==> src/rtl/alu_result_tx_framer.sv <==
// rtl/alu_result_tx_framer.sv - frames 2*D_WIDTH-bit ALU results into two UART TX bytes, low byte first
module alu_result_tx_framer #(
  parameter int D_WIDTH = 8
) (
  input  logic                   CLK,
  input  logic                   RST,
  input  logic [2*D_WIDTH-1:0]   ALU_OUT,
  input  logic                   OUT_VALID,
  input  logic                   TX_BUSY,
  output logic [D_WIDTH-1:0]     TX_P_DATA,
  output logic                   TX_D_VLD,
  output logic                   HOLD_FULL,
  output logic                   OVERRUN
);

  typedef enum logic [2:0] {
    IDLE,
    SEND_LO,
    WAIT_LO,
    SEND_HI,
    WAIT_HI
  } state_t;

  state_t               state;
  logic [2*D_WIDTH-1:0] act_r;
  logic [2*D_WIDTH-1:0] hold_r;
  logic                 hold_take;

  // HOLD is drained into ACT on this edge, so it can accept a new result at the same time.
  assign hold_take = (state == WAIT_HI) && !TX_BUSY && HOLD_FULL;

  always_ff @(posedge CLK or negedge RST) begin
    if (!RST) begin
      state     <= IDLE;
      act_r     <= '0;
      hold_r    <= '0;
      HOLD_FULL <= 1'b0;
      OVERRUN   <= 1'b0;
      TX_P_DATA <= '0;
      TX_D_VLD  <= 1'b0;
    end else begin
      case (state)
        IDLE: begin
          if (OUT_VALID) begin
            act_r     <= ALU_OUT;
            TX_P_DATA <= ALU_OUT[D_WIDTH-1:0];
            TX_D_VLD  <= 1'b1;
            state     <= SEND_LO;
          end
        end
        SEND_LO: begin
          if (TX_BUSY) begin
            TX_D_VLD <= 1'b0;
            state    <= WAIT_LO;
          end
        end
        WAIT_LO: begin
          if (!TX_BUSY) begin
            TX_P_DATA <= act_r[2*D_WIDTH-1:D_WIDTH];
            TX_D_VLD  <= 1'b1;
            state     <= SEND_HI;
          end
        end
        SEND_HI: begin
          if (TX_BUSY) begin
            TX_D_VLD <= 1'b0;
            state    <= WAIT_HI;
          end
        end
        WAIT_HI: begin
          if (!TX_BUSY) begin
            if (HOLD_FULL) begin
              act_r     <= hold_r;
              TX_P_DATA <= hold_r[D_WIDTH-1:0];
              TX_D_VLD  <= 1'b1;
              state     <= SEND_LO;
            end else begin
              state <= IDLE;
            end
          end
        end
        default: begin
          TX_D_VLD <= 1'b0;
          state    <= IDLE;
        end
      endcase

      if (state != IDLE && OUT_VALID) begin
        if (!HOLD_FULL || hold_take) begin
          hold_r    <= ALU_OUT;
          HOLD_FULL <= 1'b1;
        end else begin
          OVERRUN <= 1'b1;
        end
      end else if (hold_take) begin
        HOLD_FULL <= 1'b0;
      end
    end
  end

endmodule

==> config.mk <==
export PLATFORM = sky130hd
export DESIGN_NAME = alu_result_tx_framer
export DESIGN_NICKNAME = d
export VERILOG_FILES = /design/src/rtl/alu_result_tx_framer.sv
export SDC_FILE = /design/constraint.sdc
export NUM_CORES = 1
export LEC_CHECK = 0
export BUFFER_PORTS_ARGS = -buffer_cell sky130_fd_sc_hd__buf_2
export CAP_MARGIN = 20
export CORE_MARGIN = 2
export CORE_UTILIZATION = 59
export DETAILED_ROUTE_END_ITERATION = 8
export PLACE_DENSITY_LB_ADDON = 0.08
export SETUP_SLACK_MARGIN = 0.1
export SKIP_CTS_REPAIR_TIMING = 1
export SLEW_MARGIN = 20
export SYNTH_ARGS = -nofsm -noshare
export SYNTH_HDL_FRONTEND = slang
export SYNTH_SLANG_ARGS = --single-unit
==> constraint.sdc <==
create_clock -name CLK -period 4.4 [get_ports CLK]
set_input_delay 0.22 -clock CLK [delete_from_list [all_inputs] [get_ports CLK]]
set_output_delay 0.22 -clock CLK [all_outputs]
set_load 0.01 [all_outputs]
# After elaboration in Yosys (flattened, before gate mapping)
# Cells that the tools add are included.
word_totals:
  register_bits: 46
  memories: 0
  mem_bits_rw: 0
  latch_bits: 0
  mem_bits_ro: 0
  word_cells: 64
  output_inout_bits: 11
classes:
  mux: 25
  magnitude_cmp: 0
  shifts: 0
  addsub: 0
  n_bitwise: 1
  n_eq_ne: 12
  n_reduce_logical: 19
  div_mod_pow: 0
  n_mul: 0
ops:
  columns: ["cell", "n"]
  rows:
  - ["2-to-1 mux 16 bit", 3]
  - ["2-to-1 mux 8 bit", 4]
  - ["one-hot mux 16 bit (2 select lines)", 1]
  - ["one-hot mux 8 bit (3 select lines)", 1]
  - ["2-to-1 mux 3 bit", 5]
  - ["one-hot mux 3 bit (5 select lines)", 1]
  - ["AND reduction 5 bit", 3]
  - ["!= test 2 bit, second input constant", 6]
  - ["2-to-1 mux 1 bit", 9]
  - ["== test 3 x 2 -> 1 bit, second input constant", 2]
  - ["AND reduction 2 bit", 3]
  - ["nonzero test 3 bit", 2]
  - ["!= test 2 x 1 -> 1 bit, second input constant", 2]
  - ["one-hot mux 1 bit (4 select lines)", 1]
  - ["AND reduction 4 bit", 1]
  - ["nonzero test 2 bit", 2]
  - ["== test 3 x 1 -> 1 bit, second input constant", 1]
  - ["== test 3 bit, second input constant", 1]
  - ["logical AND 1 bit", 3]
  - ["logical NOT 3 bit", 1]
  - ["logical NOT 1 bit", 2]
  - ["OR reduction 2 bit", 1]
  - ["logical OR 1 bit", 1]
  - ["NOT 1 bit", 1]

# Logic depth before layout (Yosys ltp)
logic_depth:
  ltp_word: 6
  depth_mapped: 7
  mapped_depth_nobuf: 4

# Worst setup path before layout
# OpenSTA, ideal clock, no wires.
synth_path:
  path_kind: "flip-flop to flip-flop"
  startpoint: "register state[0]"
  endpoint: "register hold_r[10]"
  path_stages_with_launch: 5
  setup_slack_ps: 2704
  path_buffers: 2
  setup_time_ps: 125
  t_arrival_ps: 1571
  path_cell_list: "dfrtp_1 > buf_6 > o311ai_2 > buf_4 > mux2_2"
synth_via:
  elab_chain_cells: 5
  word_cells_on_any_way: 7
  cone_classes: "eq/ne (1); reduce/logical (6)"
synth_rtl:
  columns: ["item", "line", "rtl"]
  rows:
  - ["start, declared", "24", "state_t state;"]
  - ["start signal, assigned", "34", "state <= IDLE;"]
  - ["start signal, assigned", "48", "state <= SEND_LO;"]
  - ["start signal, assigned", "54", "state <= WAIT_LO;"]
  - ["== test 3 bit", "30", "assign hold_take = (state == WAIT_HI) && !TX_BUSY && HOLD_FULL;"]
  - ["logical AND 1 bit (2 in series)", "30", null]
  - ["logical OR 1 bit", "89", "if (!HOLD_FULL || hold_take) begin"]
  - ["AND reduction 2 bit (no source line) *", null, null]
  - ["end signal, assigned", "36", "hold_r <= '0;"]
  - ["end signal, assigned", "90", "hold_r <= ALU_OUT;"]
  - ["end, declared", "26", "logic [2*D_WIDTH-1:0] hold_r;"]
# Mark *: on every way between the ends. The rest lies on a longest branch, timed or not.
# A chain may end at the register's enable or synchronous reset.

# Final worst setup path
layout_path:
  startpoint: "register state[2]"
  endpoint: "register act_r[10]"
layout_via:
  elab_chain_cells: 3
  word_cells_on_any_way: 8
  cone_classes: "eq/ne (4); mux (1); reduce/logical (3)"
layout_rtl:
  columns: ["item", "line", "rtl"]
  rows:
  - ["== test 3 bit or logical NOT 3 bit (tied branches)", "42", "case (state)"]
  - ["!= test 2 bit (no source line) or nonzero test 2 bit (tied branches)", null, null]
  - ["AND reduction 4 bit (no source line)", null, null]
  - ["end signal, assigned", "73", "act_r <= hold_r;"]
  - ["end, declared", "25", "logic [2*D_WIDTH-1:0] act_r;"]
# Several ways; a longest one is shown, not always the timed one.

==> flow_summary.toml <==
[global_routing]
largest_net_degree_at_the_start_of_global_routing = 39
antenna_found_initial = 0
first_pass_grt_wire_length_um = 5280
via_count_of_the_first_global_routing_pass = 1155
overflow_left_after_global_routing = 0
grt_usage_pct = 20.9

[clocking]
worstSkewPairLatency_ns = 0.33
cts.sink_count = 38
cts.clk_slew.worst_paths_ns = 0.10
cts_tree = "built"
cts_max_level = 2
clock-root-buffer = "sky130_fd_sc_hd__clkbuf_4"
tritoncts.num_buffers = 5
ctsLongestPathBuffers = 2

[timing]
timing_worst_slew_pin_value_ns = 0.943
clock.fmax_mhz = 393
setup_repair_after_global_routing_missed_its_margin = "no"
finalMaxSlewViolations = 0
timing.slew.headroom_pct = 37.0
finalCriticalPeriod_ns = 2.54
hold_ws_ns = -0.0445
setup_total_negative_slack_ns = 0
final.period_utilization_pct = 57.8
worst_clock_skew_ns = 0.00461
hold_viol = 38
setup-violations-final = 0

[drt]
drtPass1Iterations = 6
antenna_left = 0
average_via_count_per_standard_cell = 5.88
postRouteWirelength_um = 3070
route.detailed.wl_per_inst_um = 15.1
dr_wl_met2_um = 1330
remaining_drc_errors = 3
met3_wirelength_um = 150
wl_met1_um = 1530
detailedRoute.firstIterationViolations = 36
top_signal_layer_used = "met4"
routed-via-count = 1193

[logic_synthesis]
synthesis.instances = 143
mappedNetlistArea_mm2 = 0.00178
synth.mux.area_fraction_pct = 19.7
synthXorXnorAreaFrac_pct = 0.493
synth.yosys.warnings = 0
syn-num-nets = 163
synth.yosys.seq_area_share_pct = 53.5
syn-mean-instance-area_um2 = 12.4
yosys.area.top_type_share_pct = 53.5
synth_area_leaders = "sky130_fd_sc_hd__dfrtp_1 (54%), sky130_fd_sc_hd__mux2_2 (15%), sky130_fd_sc_hd__mux2i_1 (4.5%)"
synthSimpleGateAreaFrac_pct = 7.68
synthDominantAreaCellType = "sky130_fd_sc_hd__dfrtp_1"
main_combinational_cell_family_by_area_after_synthesis = "multiplexers"
netlist-cell-type-count = 28
postSynthRegisterBits = 38
synthesized_area_fraction_occupied_by_ao_oa_aoi_and_oai_cells_pct = 14.9
post_synthesis_adder_cell_area_fraction_pct = 0

[critical_path]
regToRegSetupSlack_ns = 1.86
kind_of_critical_path = "reg2reg"
reg2reg_to = "act_r[10]"
crit_path_start = "state[2]"
max_stage_delay_ns = 0.83
cp_slowest_cell = "sky130_fd_sc_hd__nor2b_1"
cp.arrival_ns = 2.74
cp_common_cell = "sky130_fd_sc_hd__nor2b_1"
ff2ff_path_depth = 4
cp_max_fo = 14
rr_startpoint = "state[2]"
crit_chain = "nor2b_1, nor2b_1, mux2i_1, a21oi_1"
worst_setup_path_end_kind = "register"
worst_setup_path_start_kind = "register"
crit_required_ns = 4.60

[placed_design]
port_buffers = 30
gpl.final_weighted_congestion = 0.745
hpwlAfterDp_um = 2170

[job]
timing.max_cap.violations = 0

[layout]
sequential_cell_area_um2 = 951
multi_input_comb_area_um2 = 764
final_net_count = 191
antenna-diode-count = 0
final_layout_size_suffix_gt1_share_pct = 39.5
fill_cells = 222
mostFrequentLayoutCells = "sky130_fd_sc_hd__dfrtp_1 (38), sky130_fd_sc_hd__buf_2 (30), sky130_fd_sc_hd__mux2_2 (24)"
layout.cells.most_common = "sky130_fd_sc_hd__dfrtp_1"
area.growth.synth_to_final_pct = 11.0

[hold_path]
worst_hold_path_type = "in2async"

[run_status]
failing_checks = "DRC, hold timing"
outcome = "complete, but fails checks"

[power]
powerDensity_mw_per_mm2 = 699
total_leakage_power_nw = 0.835
irDropWorstVdd_mv = 0.380

[floorplan]
fp.dieW_um = 58.9
placement_rows = 19
placeableCoreArea_mm2 = 0.00281
start_util_pct = 63.3
io_pins = 31
chipHeight_um = 58.9
die-area_mm2 = 0.00347
-- report_power, final --
group	leakage, nW	internal (mW)	total (mW)	switching, mW
Clock	0.0353	0.0775	0.185	0.107
Combinational	0.360	0.287	0.542	0.255
Sequential	0.440	0.520	0.652	0.131
Total	0.835	0.885	1.38	0.494
-- worst max-delay path, delay by kind of cell, from the launching register on --
kind	cells	cell delay (ns)
AOI/OAI and AO/OA	1	0.09
DFF	1	0.58
muxes	1	0.31
and+or+nand+nor	2	1.42
-- worst max path at each step --
| stage | slack [ns] | cells past startpoint | to |
|---|---|---|---|
| after floorplan | 2.70 | 4 | hold_r[10] |
| after global placement | 1.97 | 4 | act_r[10] |
| after detailed placement | 1.86 | 4 | act_r[10] |
| after CTS | 1.84 | 4 | act_r[10] |
| after global routing | 1.63 | 4 | act_r[12] |
| final | 1.86 | 4 | act_r[10] |
-- sequential cells by signal, summed over array words and instances (netlist names) --
name / cells
TX_D_VLD: 1
act_r: 8
state: 3
TX_P_DATA: 8
hold_r: 16
HOLD_FULL: 1
OVERRUN: 1
-- logic make-up (layout without fill, tap and decap cells) --
| group | count (synthesis) | after routing |
|---|---|---|
| multiplexers | 32 | 32 |
| flip-flops | 38 | 38 |
| buffers and inverters | 10 | 39 |
| AND/OR/NAND/NOR | 27 | 27 |
| AO/OA/AOI/OAI | 35 | 35 |
| XOR/XNOR | 1 | 1 |
-- per-layer routing --
| layer | up-vias | track usage [%] |
|---|---|---|
| met4 | 0 | 9.74 |
| met5 | - | 0 |
| li1 | 579 | - |
| met2 | 30 | 32.2 |
| met3 | 8 | 4.84 |
| met1 | 576 | 28.2 |
-- metrics by stage --
stage	total power, mW	cells	utilization, %	setup slack [ns]	cell area [um2]
floorplan	1.08	143	-	2.70	1780
global placement	1.18	195	68.0	1.97	1910
detailed placement	1.21	195	68.0	1.86	1910
CTS	1.39	203	70.2	1.84	1970
global route	1.50	203	70.3	1.63	1970
finish	1.38	203	70.3	1.86	1970
-- cell type report --
| type | instances | share of cell area, % |
|---|---|---|
| well taps | 31 | 1.97 |
| clock inverters | 1 | 0.254 |
| multi-input cells | 95 | 38.8 |
| clock buffers | 7 | 2.79 |
| flip-flops and latches | 38 | 48.2 |
| repair buffers | 31 | 7.99 |
-- cell usage after synthesis --
cell	instances
sky130_fd_sc_hd__buf_2	4
sky130_fd_sc_hd__o21ai_1	1
sky130_fd_sc_hd__a21oi_1	11
sky130_fd_sc_hd__o31ai_1	1
sky130_fd_sc_hd__buf_4	4
sky130_fd_sc_hd__o311ai_2	1
sky130_fd_sc_hd__mux2_2	24
sky130_fd_sc_hd__a21boi_1	1
sky130_fd_sc_hd__a31o_2	1
sky130_fd_sc_hd__o31ai_4	1
sky130_fd_sc_hd__nand3b_1	2
sky130_fd_sc_hd__nor3_1	1
sky130_fd_sc_hd__clkbuf_1	1
sky130_fd_sc_hd__o2bb2ai_1	8
sky130_fd_sc_hd__dfrtp_1	38
sky130_fd_sc_hd__mux2i_1	8
sky130_fd_sc_hd__nor4_1	1
sky130_fd_sc_hd__nand2b_1	2
sky130_fd_sc_hd__or4b_1	1
sky130_fd_sc_hd__nor2b_1	4
sky130_fd_sc_hd__o21ai_0	1
sky130_fd_sc_hd__or2_2	1
sky130_fd_sc_hd__a22oi_1	8
sky130_fd_sc_hd__nand2_1	3
sky130_fd_sc_hd__buf_6	1
sky130_fd_sc_hd__nor2_1	12
sky130_fd_sc_hd__xor2_1	1
sky130_fd_sc_hd__a21oi_2	1
(Power assumes the default switching activity.)
